==> src/rtl/opb_emu_pkg.sv <==
// Shared definitions for the ping/OPB transmit arbiter: state encoding,
// ping frame constants and the frame byte table.
package opb_emu_pkg;

  typedef enum logic [1:0] {
    ST_IDLE     = 2'd0,
    ST_WAIT_GAP = 2'd1,
    ST_PING     = 2'd2,
    ST_OPB      = 2'd3
  } arb_state_e;

  localparam logic [7:0] PING_HEADER  = 8'h5A;
  localparam logic [7:0] PING_TRAILER = 8'hA5;

  // Byte at position idx of a ping frame; without a sequence byte the trailer moves up to slot 9.
  function automatic logic [7:0] ping_byte(input logic [3:0] idx,
                                           input logic [7:0] seq,
                                           input logic       seq_en);
    logic [7:0] b;
    case (idx)
      4'd0:    b = PING_HEADER;
      4'd1:    b = 8'hAA;
      4'd2:    b = 8'hBB;
      4'd3:    b = 8'hCC;
      4'd4:    b = 8'hDD;
      4'd5:    b = 8'h11;
      4'd6:    b = 8'h22;
      4'd7:    b = 8'h33;
      4'd8:    b = 8'h44;
      4'd9:    b = seq_en ? seq : PING_TRAILER;
      4'd10:   b = PING_TRAILER;
      default: b = PING_TRAILER;
    endcase
    return b;
  endfunction

endpackage

==> src/rtl/ping_tx_arbiter_if.sv <==
// Source-to-TX-FIFO byte path shared by msg_write, the arbiter and the TX FIFO.
interface ping_tx_arbiter_if;

  logic       SRC_TX_WR;
  logic [7:0] SRC_TX_DATA;
  logic       SRC_FRAME_BUSY;
  logic       SRC_TX_FULL;
  logic       TX_FIFO_WR;
  logic [7:0] TX_FIFO_DATA;
  logic       TX_FIFO_FULL;

  modport master (
    output SRC_TX_WR, SRC_TX_DATA, SRC_FRAME_BUSY, TX_FIFO_FULL,
    input  SRC_TX_FULL, TX_FIFO_WR, TX_FIFO_DATA
  );

  modport slave (
    input  SRC_TX_WR, SRC_TX_DATA, SRC_FRAME_BUSY, TX_FIFO_FULL,
    output SRC_TX_FULL, TX_FIFO_WR, TX_FIFO_DATA
  );

endinterface

==> src/rtl/tick_edge_det.sv <==
// Brings the 2 kHz level into SYS_CLK and emits a one-cycle tick per rising edge.
module tick_edge_det (
  input  logic SYS_CLK,
  input  logic SYS_RST_N,
  input  logic PULSE_2KHZ,
  output logic tick
);

  logic [1:0] sync_r;
  logic       prev_r;
  logic       tick_r;

  // Two-flop synchroniser followed by registered rising-edge detection.
  always_ff @(posedge SYS_CLK or negedge SYS_RST_N) begin
    if (!SYS_RST_N) begin
      sync_r <= 2'b00;
      prev_r <= 1'b0;
      tick_r <= 1'b0;
    end else begin
      sync_r <= {sync_r[0], PULSE_2KHZ};
      prev_r <= sync_r[1];
      tick_r <= sync_r[1] & ~prev_r;
    end
  end

  assign tick = tick_r;

endmodule

==> src/rtl/ping_tx_arbiter.sv <==
// Interleaves periodic ping frames with msg_write traffic into the TX FIFO,
// suspending pings while the OPB bus is in use.
module ping_tx_arbiter
  import opb_emu_pkg::*;
#(
  parameter int PING_PERIOD_TICKS = 2000,
  parameter int RESUME_TICKS      = 10000,
  parameter int SEQ_EN            = 1
) (
  input  logic                SYS_CLK,
  input  logic                SYS_RST_N,
  input  logic                PULSE_2KHZ,
  input  logic                OPB_ACTIVITY,
  ping_tx_arbiter_if.slave    bus,
  output logic                PING_MODE,
  output logic [15:0]         PING_CNT,
  output logic                error_flag
);

  localparam logic [15:0] PERIOD_LAST = 16'(PING_PERIOD_TICKS - 1);
  localparam logic [15:0] RESUME_LAST = 16'(RESUME_TICKS - 1);
  localparam logic        RESUME_EN   = (RESUME_TICKS > 0);
  localparam logic        SEQ_ON      = (SEQ_EN != 0);
  localparam logic [3:0]  LAST_IDX    = SEQ_ON ? 4'd10 : 4'd9;

  arb_state_e  state_r, state_s;
  logic [15:0] tick_cnt_r, tick_cnt_s;
  logic [15:0] idle_cnt_r, idle_cnt_s;
  logic [3:0]  idx_r, idx_s;
  logic [15:0] ping_cnt_r, ping_cnt_s;
  logic        ping_mode_r, ping_mode_s;
  logic        err_r, err_s;
  logic        tick_s;
  logic        src_full_s;
  logic        fifo_wr_s;
  logic [7:0]  fifo_data_s;

  tick_edge_det u_tick (
    .SYS_CLK    (SYS_CLK),
    .SYS_RST_N  (SYS_RST_N),
    .PULSE_2KHZ (PULSE_2KHZ),
    .tick       (tick_s)
  );

  // State and counter registers; reset abandons any partial frame.
  always_ff @(posedge SYS_CLK or negedge SYS_RST_N) begin
    if (!SYS_RST_N) begin
      state_r     <= ST_IDLE;
      tick_cnt_r  <= 16'd0;
      idle_cnt_r  <= 16'd0;
      idx_r       <= 4'd0;
      ping_cnt_r  <= 16'd0;
      ping_mode_r <= 1'b1;
      err_r       <= 1'b0;
    end else begin
      state_r     <= state_s;
      tick_cnt_r  <= tick_cnt_s;
      idle_cnt_r  <= idle_cnt_s;
      idx_r       <= idx_s;
      ping_cnt_r  <= ping_cnt_s;
      ping_mode_r <= ping_mode_s;
      err_r       <= err_s;
    end
  end

  // Next-state logic; bus activity always drops ping mode but a running frame is finished first.
  always_comb begin
    state_s     = state_r;
    tick_cnt_s  = tick_cnt_r;
    idle_cnt_s  = 16'd0;
    idx_s       = idx_r;
    ping_cnt_s  = ping_cnt_r;
    ping_mode_s = OPB_ACTIVITY ? 1'b0 : ping_mode_r;
    case (state_r)
      ST_IDLE: begin
        if (OPB_ACTIVITY) begin
          state_s = ST_OPB;
        end else if (tick_s) begin
          if (tick_cnt_r == PERIOD_LAST) begin
            tick_cnt_s = 16'd0;
            state_s    = ST_WAIT_GAP;
          end else begin
            tick_cnt_s = tick_cnt_r + 16'd1;
          end
        end else begin
          tick_cnt_s = tick_cnt_r;
        end
      end
      ST_WAIT_GAP: begin
        if (OPB_ACTIVITY) begin
          state_s = ST_OPB;
        end else if (!bus.SRC_FRAME_BUSY && !bus.SRC_TX_WR) begin
          idx_s   = 4'd0;
          state_s = ST_PING;
        end else begin
          state_s = ST_WAIT_GAP;
        end
      end
      ST_PING: begin
        if (!bus.TX_FIFO_FULL) begin
          if (idx_r == LAST_IDX) begin
            idx_s      = 4'd0;
            ping_cnt_s = ping_cnt_r + 16'd1;
            state_s    = ping_mode_s ? ST_IDLE : ST_OPB;
          end else begin
            idx_s = idx_r + 4'd1;
          end
        end else begin
          idx_s = idx_r;
        end
      end
      ST_OPB: begin
        if (OPB_ACTIVITY) begin
          idle_cnt_s = 16'd0;
        end else if (tick_s) begin
          if (RESUME_EN && (idle_cnt_r == RESUME_LAST)) begin
            ping_mode_s = 1'b1;
            tick_cnt_s  = 16'd0;
            state_s     = ST_IDLE;
          end else begin
            idle_cnt_s = idle_cnt_r + 16'd1;
          end
        end else begin
          idle_cnt_s = idle_cnt_r;
        end
      end
      default: begin
        state_s = ST_IDLE;
      end
    endcase
  end

  // Byte path mux: ping bytes own the FIFO during a frame, otherwise source bytes pass straight through.
  always_comb begin
    src_full_s  = bus.TX_FIFO_FULL;
    fifo_wr_s   = 1'b0;
    fifo_data_s = bus.SRC_TX_DATA;
    if (state_r == ST_PING) begin
      src_full_s  = 1'b1;
      fifo_wr_s   = !bus.TX_FIFO_FULL;
      fifo_data_s = ping_byte(idx_r, ping_cnt_r[7:0], SEQ_ON);
    end else begin
      src_full_s  = bus.TX_FIFO_FULL;
      fifo_wr_s   = bus.SRC_TX_WR && !bus.TX_FIFO_FULL;
      fifo_data_s = bus.SRC_TX_DATA;
    end
    err_s = err_r | (bus.SRC_TX_WR & src_full_s);
  end

  assign bus.SRC_TX_FULL  = src_full_s;
  assign bus.TX_FIFO_WR   = fifo_wr_s;
  assign bus.TX_FIFO_DATA = fifo_data_s;
  assign PING_MODE        = ping_mode_r;
  assign PING_CNT         = ping_cnt_r;
  assign error_flag       = err_r;

endmodule

==> src/flat_wrapper.sv <==
// flat-port wrapper written by rule: the top's interface ports become plain ports
module ping_tx_arbiter_flat import opb_emu_pkg::*;
#(
  parameter int PING_PERIOD_TICKS = 2000,
  parameter int RESUME_TICKS      = 10000,
  parameter int SEQ_EN            = 1
)
  (SYS_CLK, SYS_RST_N, PULSE_2KHZ, OPB_ACTIVITY, PING_MODE, PING_CNT, error_flag, bus_SRC_TX_WR, bus_SRC_TX_DATA, bus_SRC_FRAME_BUSY, bus_TX_FIFO_FULL, bus_SRC_TX_FULL, bus_TX_FIFO_WR, bus_TX_FIFO_DATA);
  ping_tx_arbiter_if bus_i ();
  input  logic SYS_CLK;
  input  logic SYS_RST_N;
  input  logic PULSE_2KHZ;
  input  logic OPB_ACTIVITY;
  output logic PING_MODE;
  output logic [15:0] PING_CNT;
  output logic error_flag;
  input wire logic [$bits(bus_i.SRC_TX_WR)-1:0] bus_SRC_TX_WR;
  input wire logic [$bits(bus_i.SRC_TX_DATA)-1:0] bus_SRC_TX_DATA;
  input wire logic [$bits(bus_i.SRC_FRAME_BUSY)-1:0] bus_SRC_FRAME_BUSY;
  input wire logic [$bits(bus_i.TX_FIFO_FULL)-1:0] bus_TX_FIFO_FULL;
  output wire logic [$bits(bus_i.SRC_TX_FULL)-1:0] bus_SRC_TX_FULL;
  output wire logic [$bits(bus_i.TX_FIFO_WR)-1:0] bus_TX_FIFO_WR;
  output wire logic [$bits(bus_i.TX_FIFO_DATA)-1:0] bus_TX_FIFO_DATA;
  assign bus_i.SRC_TX_WR = bus_SRC_TX_WR;
  assign bus_i.SRC_TX_DATA = bus_SRC_TX_DATA;
  assign bus_i.SRC_FRAME_BUSY = bus_SRC_FRAME_BUSY;
  assign bus_i.TX_FIFO_FULL = bus_TX_FIFO_FULL;
  assign bus_SRC_TX_FULL = bus_i.SRC_TX_FULL;
  assign bus_TX_FIFO_WR = bus_i.TX_FIFO_WR;
  assign bus_TX_FIFO_DATA = bus_i.TX_FIFO_DATA;
  ping_tx_arbiter #(.PING_PERIOD_TICKS(PING_PERIOD_TICKS), .RESUME_TICKS(RESUME_TICKS), .SEQ_EN(SEQ_EN)) u_core (.SYS_CLK(SYS_CLK), .SYS_RST_N(SYS_RST_N), .PULSE_2KHZ(PULSE_2KHZ), .OPB_ACTIVITY(OPB_ACTIVITY), .bus(bus_i), .PING_MODE(PING_MODE), .PING_CNT(PING_CNT), .error_flag(error_flag));
endmodule
==> config.mk <==
export PLATFORM = sky130hd
export DESIGN_NAME = ping_tx_arbiter_flat
export DESIGN_NICKNAME = d
export VERILOG_FILES = /design/src/rtl/opb_emu_pkg.sv /design/src/rtl/ping_tx_arbiter_if.sv /design/src/rtl/tick_edge_det.sv /design/src/rtl/ping_tx_arbiter.sv /design/src/flat_wrapper.sv
export SDC_FILE = /design/constraint.sdc
export NUM_CORES = 1
export LEC_CHECK = 0
export CAP_MARGIN = 20
export CORE_ASPECT_RATIO = 1.75
export CORE_MARGIN = 2
export CORE_UTILIZATION = 25
export CTS_BUF_LIST = sky130_fd_sc_hd__clkbuf_4
export DETAILED_ROUTE_END_ITERATION = 10
export SLEW_MARGIN = 30
export SYNTH_ARGS = -nofsm -noshare
export SYNTH_HDL_FRONTEND = slang
export SYNTH_HIERARCHICAL = 1
export SYNTH_SLANG_ARGS = --single-unit
==> constraint.sdc <==
create_clock -name SYS_CLK -period 1.93 [get_ports SYS_CLK]
set_clock_uncertainty 0.05 [all_clocks]
set_input_delay 0.2895 -clock SYS_CLK [delete_from_list [all_inputs] [get_ports SYS_CLK]]
set_output_delay 0.2895 -clock SYS_CLK [all_outputs]
set_load 0.02 [all_outputs]
==> results.toml <==
[power_and_ir_drop]
power.leakage_nw = 2.36
pwrdens_nw_per_um2 = 840
peakVddDrop_mv = 0.624

[run]
timing.max_cap.violations = 0

[clock_network]
numCtsBuffers = 9
cts_root_buf = "clkbuf_4"
cts_tree = "built"
cts.path.max_buffers = 2
clock_latency_ns = 0.43
cts.sink_count = 60
clkTransAtPathRegs_ns = 0.12
maximum_level_of_the_cts_h_tree = 3

[yosys]
postSynthNetCount = 412
synth_seq_cells = 60
mappedNetlistArea_um2 = 3650
postSynth.asyncResetShare_pct = 100
synth.lib_cells_used.distinct = 65
synth_edf_count = 0
netlist_instances = 394
synth_seq_area_share_pct = 41.2
yosysWarnings = 6
synth_area_per_cell_um2 = 9.26
synth_flop_cell = "dfrtp_1"

[timing]
tightest_slew_ns = 0.511
timing.hold.ws_ns = 0.241
max_freq_mhz = 474
finalWorstSetupSlack_ns = -0.178
timing.final.max_slew_violations = 0
worst_slew_margin_pct = 65.7
min_period_ns = 2.11
hold_viol = 0
rsz0062_at_grt = "true"
timing.setup.tns_ns = -0.799
setup_viol_count_final = 8
finalCritPeriodShare_pct = 109

[layout]
layout-area-overhead-vs-synth_pct = 43.7
most_frequent_standard_cell_in_the_layout_excluding_fill_and_tap_cells = "buf_4"
final_cell_mix = "89 x buf_4, 54 x dfrtp_1, 37 x nand2_1"
design.final.nets = 539
final_layout_size_suffix_gt1_share_pct = 33.8
finish.cell_count_without_fillers = 707

[status]
status = "finished with violations"
failed_checks = "setup timing"

[floorplanning]
floorplan.initialDensity_pct = 25.5
die_area_um2 = 15600
fp.coreArea_um2 = 14300
die_y_um = 164
die_width_um = 95.3
design.portCount = 43
core.rowCount = 58

[global_routing]
grt_start_max_net_pins = 42
grt_antenna_before_repair = 1
grt_remaining_overflow = 0
global_route_wire_length_before_repair_um = 17800
global_routing_usage_summed_across_all_routing_layers_pct = 14.6
first_global_vias = 3799

[critical_path]
cp_slowest_cell = "dfrtp_2"
worst-endpoint-required_ns = 1.59
worst_setup_path_end_kind = "output port"
setup.worst_path.class = "reg -> out"
worst_setup_path_start_kind = "register"
worst_path_largest_cell_delay_ns = 0.48
critPathArrivalTime_ns = 1.77
crit_top_cell = "o21ai_1"
cp-startpoint = "u_core/idx_r[3]"
worst-path-max-fanout = 6
r2r_start = "u_core/idx_r[2]"
timing.critical_path.cells = "buf_6, nand2b_1, o311ai_1, o21ai_1, o21ai_1, buf_4"

[drt]
routed_wire_length_per_instance_um = 15.3
postRouteWirelength_um = 10800
drc_errors = 0
drt_first_iter_violations = 128
drtPass1Iterations = 5
via_cell_ratio = 5.10
detailroute.via_count = 3603
antenna_left = 0

[min_path]
min-delay-start = "PULSE_2KHZ"
class_of_the_tightest_hold_or_removal_check = "in -> reg"

[place]
io_buffer_count = 42
place.detailed.instances = 679
routabilityCongestion = 0.894
post-dp-hpwl_um = 7940
## power breakdown
| part | total (mW) | internal, mW | switching (mW) |
|---|---|---|---|
| registers | 1.58 | 1.40 | 0.182 |
| logic | 2.04 | 0.982 | 1.05 |
| clock network | 0.785 | 0.256 | 0.529 |
## final timing paths
path / endpoint / slack (ns) / cells past startpoint
min in group asynchronous: u_core/u_tick/sync_r[1] / 0.30 / 2
min: u_core/u_tick/sync_r[0] / 0.24 / 1
max reg2reg: u_core/PING_CNT[15] / 0.07 / 7
min reg2reg: u_core/u_tick/sync_r[1] / 0.33 / 0
max: bus_TX_FIFO_DATA[4] / -0.18 / 6
max in group asynchronous: u_core/PING_CNT[6] / 0.91 / 3
## registers in the layout, indices dropped and copies added (netlist names)
| name | flops |
|---|---|
| u_core/PING_CNT | 16 |
| u_core/PING_MODE | 1 |
| u_core/error_flag | 1 |
| u_core/idle_cnt_r | 16 |
| u_core/idx_r | 4 |
| u_core/state_r | 2 |
| u_core/tick_cnt_r | 16 |
| u_core/u_tick/prev_r | 1 |
| u_core/u_tick/sync_r | 2 |
| u_core/u_tick/tick | 1 |
## critical path: cells and delay by family (launching register included)
kind,cells,cell delay (ns)
buffers and inverters,2,0.29
AND/OR/NAND/NOR,1,0.05
AO/OA/AOI/OAI,3,0.51
flip-flops,1,0.48
## Yosys cell counts (all sizes together) (5+ instances only)
library cell | n | area share [%]
a21oi | 17 | 2.3
a31oi | 9 | 1.5
and2 | 5 | 0.86
and3 | 10 | 1.9
and4 | 14 | 3.5
buf | 11 | 2.2
clkbuf | 12 | 1.3
dfrtp | 59 | 40
inv | 15 | 1.5
nand2 | 37 | 3.8
nand2b | 7 | 1.2
nand3 | 23 | 3.2
nand4 | 19 | 3.8
nor2 | 27 | 2.8
nor2b | 5 | 1.1
nor3 | 7 | 1.1
nor4 | 7 | 2.4
o21ai | 20 | 2.7
o221ai | 9 | 2.2
or3 | 7 | 1.3
xnor2 | 16 | 3.8
xor2 | 5 | 1.2
## timing repair
item | 4_1_cts | 5_1_grt
endpoints found under the setup margin | 21 | 44
setup buffers | 8 | 3
gates cloned | 0 | 0
hold buffers | 1 | 0
pin swaps | 7 | 16
gates resized for setup | 86 | 40
hold endpoints to repair | 18 | 0
## kinds of logic (layout without fill, tap and decap cells)
kind of cell,count (synthesis),in the layout,share of synthesized area (%)
simple gates,182,182,30.5
compound gates,86,86,16.0
flops,60,60,41.2
buf+inv,38,170,5.04
xor+xnor,21,21,5.04
mux,4,4,1.17
fa+ha+maj,3,3,1.03
other cells,0,1,0
## cell type report
type,count,area (um2)
antenna,1,2.50
clock buffer,9,67.6
clock inverter,7,43.8
fill,1433,9060
inverter,15,58.8
multi-input combinational,296,2150
sequential,60,1510
tap,180,225
timing repair buffer,139,1180
## through the flow
step / setup slack [ns] / cell area, um2 / total power [mW] / utilization, %
6_report: -0.178 / 5240 / 4.40 / 36.7
5_1_grt: -0.225 / 5240 / 4.68 / 36.7
4_1_cts: -0.139 / 5050 / 4.28 / 35.3
3_5_place_dp: -0.225 / 4820 / 3.33 / 33.7
3_3_place_gp: -0.223 / 4820 / 3.30 / 33.7
2_1_floorplan: -0.00997 / 3650 / 2.53 / -
## routing by layer
layer  vias up  wire length, um  GRT usage [%]  part of all wire (%)
met3        25              335           2.98                   3.1
met5         -                0              0                     0
met4         0              421           8.30                   3.9
met2        86             6060           27.5                    56
li1       1723                -              -                     -
met1      1769             3970           14.3                    37
Note: power is estimated with default switching activity, not from simulation.
==> patch: new RTL, config.mk and constraints unchanged <==
`RESUME_TICKS` is set to 10000 in 2 places; all go to 8192.
--- a/src/rtl/ping_tx_arbiter.sv
+++ b/src/rtl/ping_tx_arbiter.sv
@@ -6,3 +6,3 @@
   parameter int PING_PERIOD_TICKS = 2000,
-  parameter int RESUME_TICKS      = 10000,
+  parameter int RESUME_TICKS      = 8192,
   parameter int SEQ_EN            = 1
--- a/src/flat_wrapper.sv
+++ b/src/flat_wrapper.sv
@@ -4,3 +4,3 @@
   parameter int PING_PERIOD_TICKS = 2000,
-  parameter int RESUME_TICKS      = 10000,
+  parameter int RESUME_TICKS      = 8192,
   parameter int SEQ_EN            = 1
Function: same outputs for any inputs over 10 cycles, from zero or initial values and one cycle with SYS_RST_N low; that may be too few to reach the edited logic, so the function may still have changed.
==> patch against the unedited design <==
  * The flow still finishes with violations (negative setup slack)
  * Setup slack gained 0.033 ns
  * Final area is 3.1% lower
  * Sequential share of layout area grew 0.88 points
  * Via count is 9.3% lower
  * Routed wire length shrank 13%
  * Global-route usage shrank 1.5 points
  * Sequential cell count stayed put
  * Area after synthesis shrank 8.5%
  * Critical endpoint is now u_core/tick_cnt_r[6]
  * Largest cell class unchanged
  * Highest routed layer unchanged
Power is not compared: it rests on default switching activity, and its combinational part moved more than twofold at a synthesized area within 25%.
==> patch: results (changes against the unedited design) <==
post-cts resize count=92 (was 86); crit path DAT=2.38 ns (was 1.77 ns); Area contributors post-synth=dfrtp_1, nand2_1, xor2_1, nand3_1, o21ai_0 (was dfrtp_1, xnor2_1, nand2_1, nand3_1, and4_1); post-synthesis adder-cell area fraction=1.124% (was 1.029%); layout net count=520 (was 539); final setup vio count=18 (was 8); sequential area share after synthesis=45.01% (was 41.20%); proportion of synthesized area in mux cells=0.9370% (was 1.166%); Hold WC Path Type=primary input to flip-flop (unchanged); setup TNS=-1.479 ns (was -0.7992 ns); Crit Path Max Fanout=14 (was 6); Post-Syn Nets=391 (was 412); Netlist cell types=56 (was 65); met3 wire length=342 µm (was 335 µm); Met2 Wirelength=5.209 mm (was 6.059 mm); first-pass GRT wire length=15.18 mm (was 17.82 mm); DP Worst Slack=-0.2844 ns (was -0.2250 ns); Synth Area in XOR/XNOR=7.609% (was 5.043%); Slew @ Worst Pin=0.5077 ns (was 0.5113 ns); Final Util=39.06% (was 36.65%); status=finished, violations left (unchanged); CP max stage cell=or4_4 (was dfrtp_2); DP HPWL=6.494 mm (was 7.939 mm); vias in the first global route=3355 (was 3799); largest net degree at the start of global routing=61 (was 42); fraction of area in multi-input gates=37.73% (was 41.02%); 1st-iter DRT viols=133 (was 128); hold_buf cts=1 (unchanged); top routing layer in use=met4 (unchanged); Post-synth top cells=dfrtp_1, nand2_1, nor2_1, nand3_1, o21ai_0 (unchanged); Port Buffers=42 (unchanged); R2R cell count=8 (was 7); area of the core=13010 µm² (was 14300 µm²); CP max stage delay=0.51 ns (was 0.48 ns); Critical R2R Capture=u_core/tick_cnt_r[6] (was u_core/PING_CNT[15]); GP Congestion=0.8526 (was 0.8943); WL final=9.344 mm (was 10.79 mm); R2R Path Start=u_core/idle_cnt_r[1] (was u_core/idx_r[2]); Post-DP Area=4501 µm² (was 4818 µm²); Filler cells=1268 (was 1433); start point of the worst hold path=PULSE_2KHZ (unchanged); share of layout cells above drive strength 1=32.74% (was 33.84%); fraction of area in registers=29.68% (was 28.80%); non-clock buffer total of the final layout=134 (was 139); final worst slack=-0.1451 ns (was -0.1785 ns); multi-input gate count=279 (was 296); Signal inverters=18 (was 15); M2 GR Usage=24.73% (was 27.46%); failing checks=negative setup slack (unchanged); worst hold margin=0.2508 ns (was 0.2415 ns); M1 wire length=3.557 mm (was 3.971 mm); met1 Use GR=13.39% (was 14.34%); via count=3269 (was 3603); clock network area share=3.325% (was 2.125%); Final Non-Filler Cells=679 (was 707)
[patch: worst max path at each step]
stage,from,to,depth (start not counted)
after floorplan,u_core/idle_cnt_r[0],u_core/tick_cnt_r[10],7
after global placement,bus_TX_FIFO_FULL,u_core/PING_CNT[14],7
after detailed placement,bus_TX_FIFO_FULL,u_core/PING_CNT[15],6
after CTS,u_core/idx_r[1],bus_TX_FIFO_DATA[5],6
after global routing,u_core/idle_cnt_r[1],u_core/tick_cnt_r[5],8
final,u_core/idle_cnt_r[1],u_core/tick_cnt_r[6],8
[patch: worst max-delay path: cells and delay by family (launching register included)]
family                   cells  cell delay, ns
AND/OR/NAND/NOR              2            0.60
AO/OA/AOI/OAI                3            0.48
adder cells (fa/ha/maj)      1            0.17
flip-flops                   1            0.41
buffers and inverters        2            0.30
[patch: where the power goes]
group / switching, µW / internal [µW]
combinational: 88.7 / 82.9
clock: 511 / 530
sequential: 8.35 / 1270
total: 608 / 1880
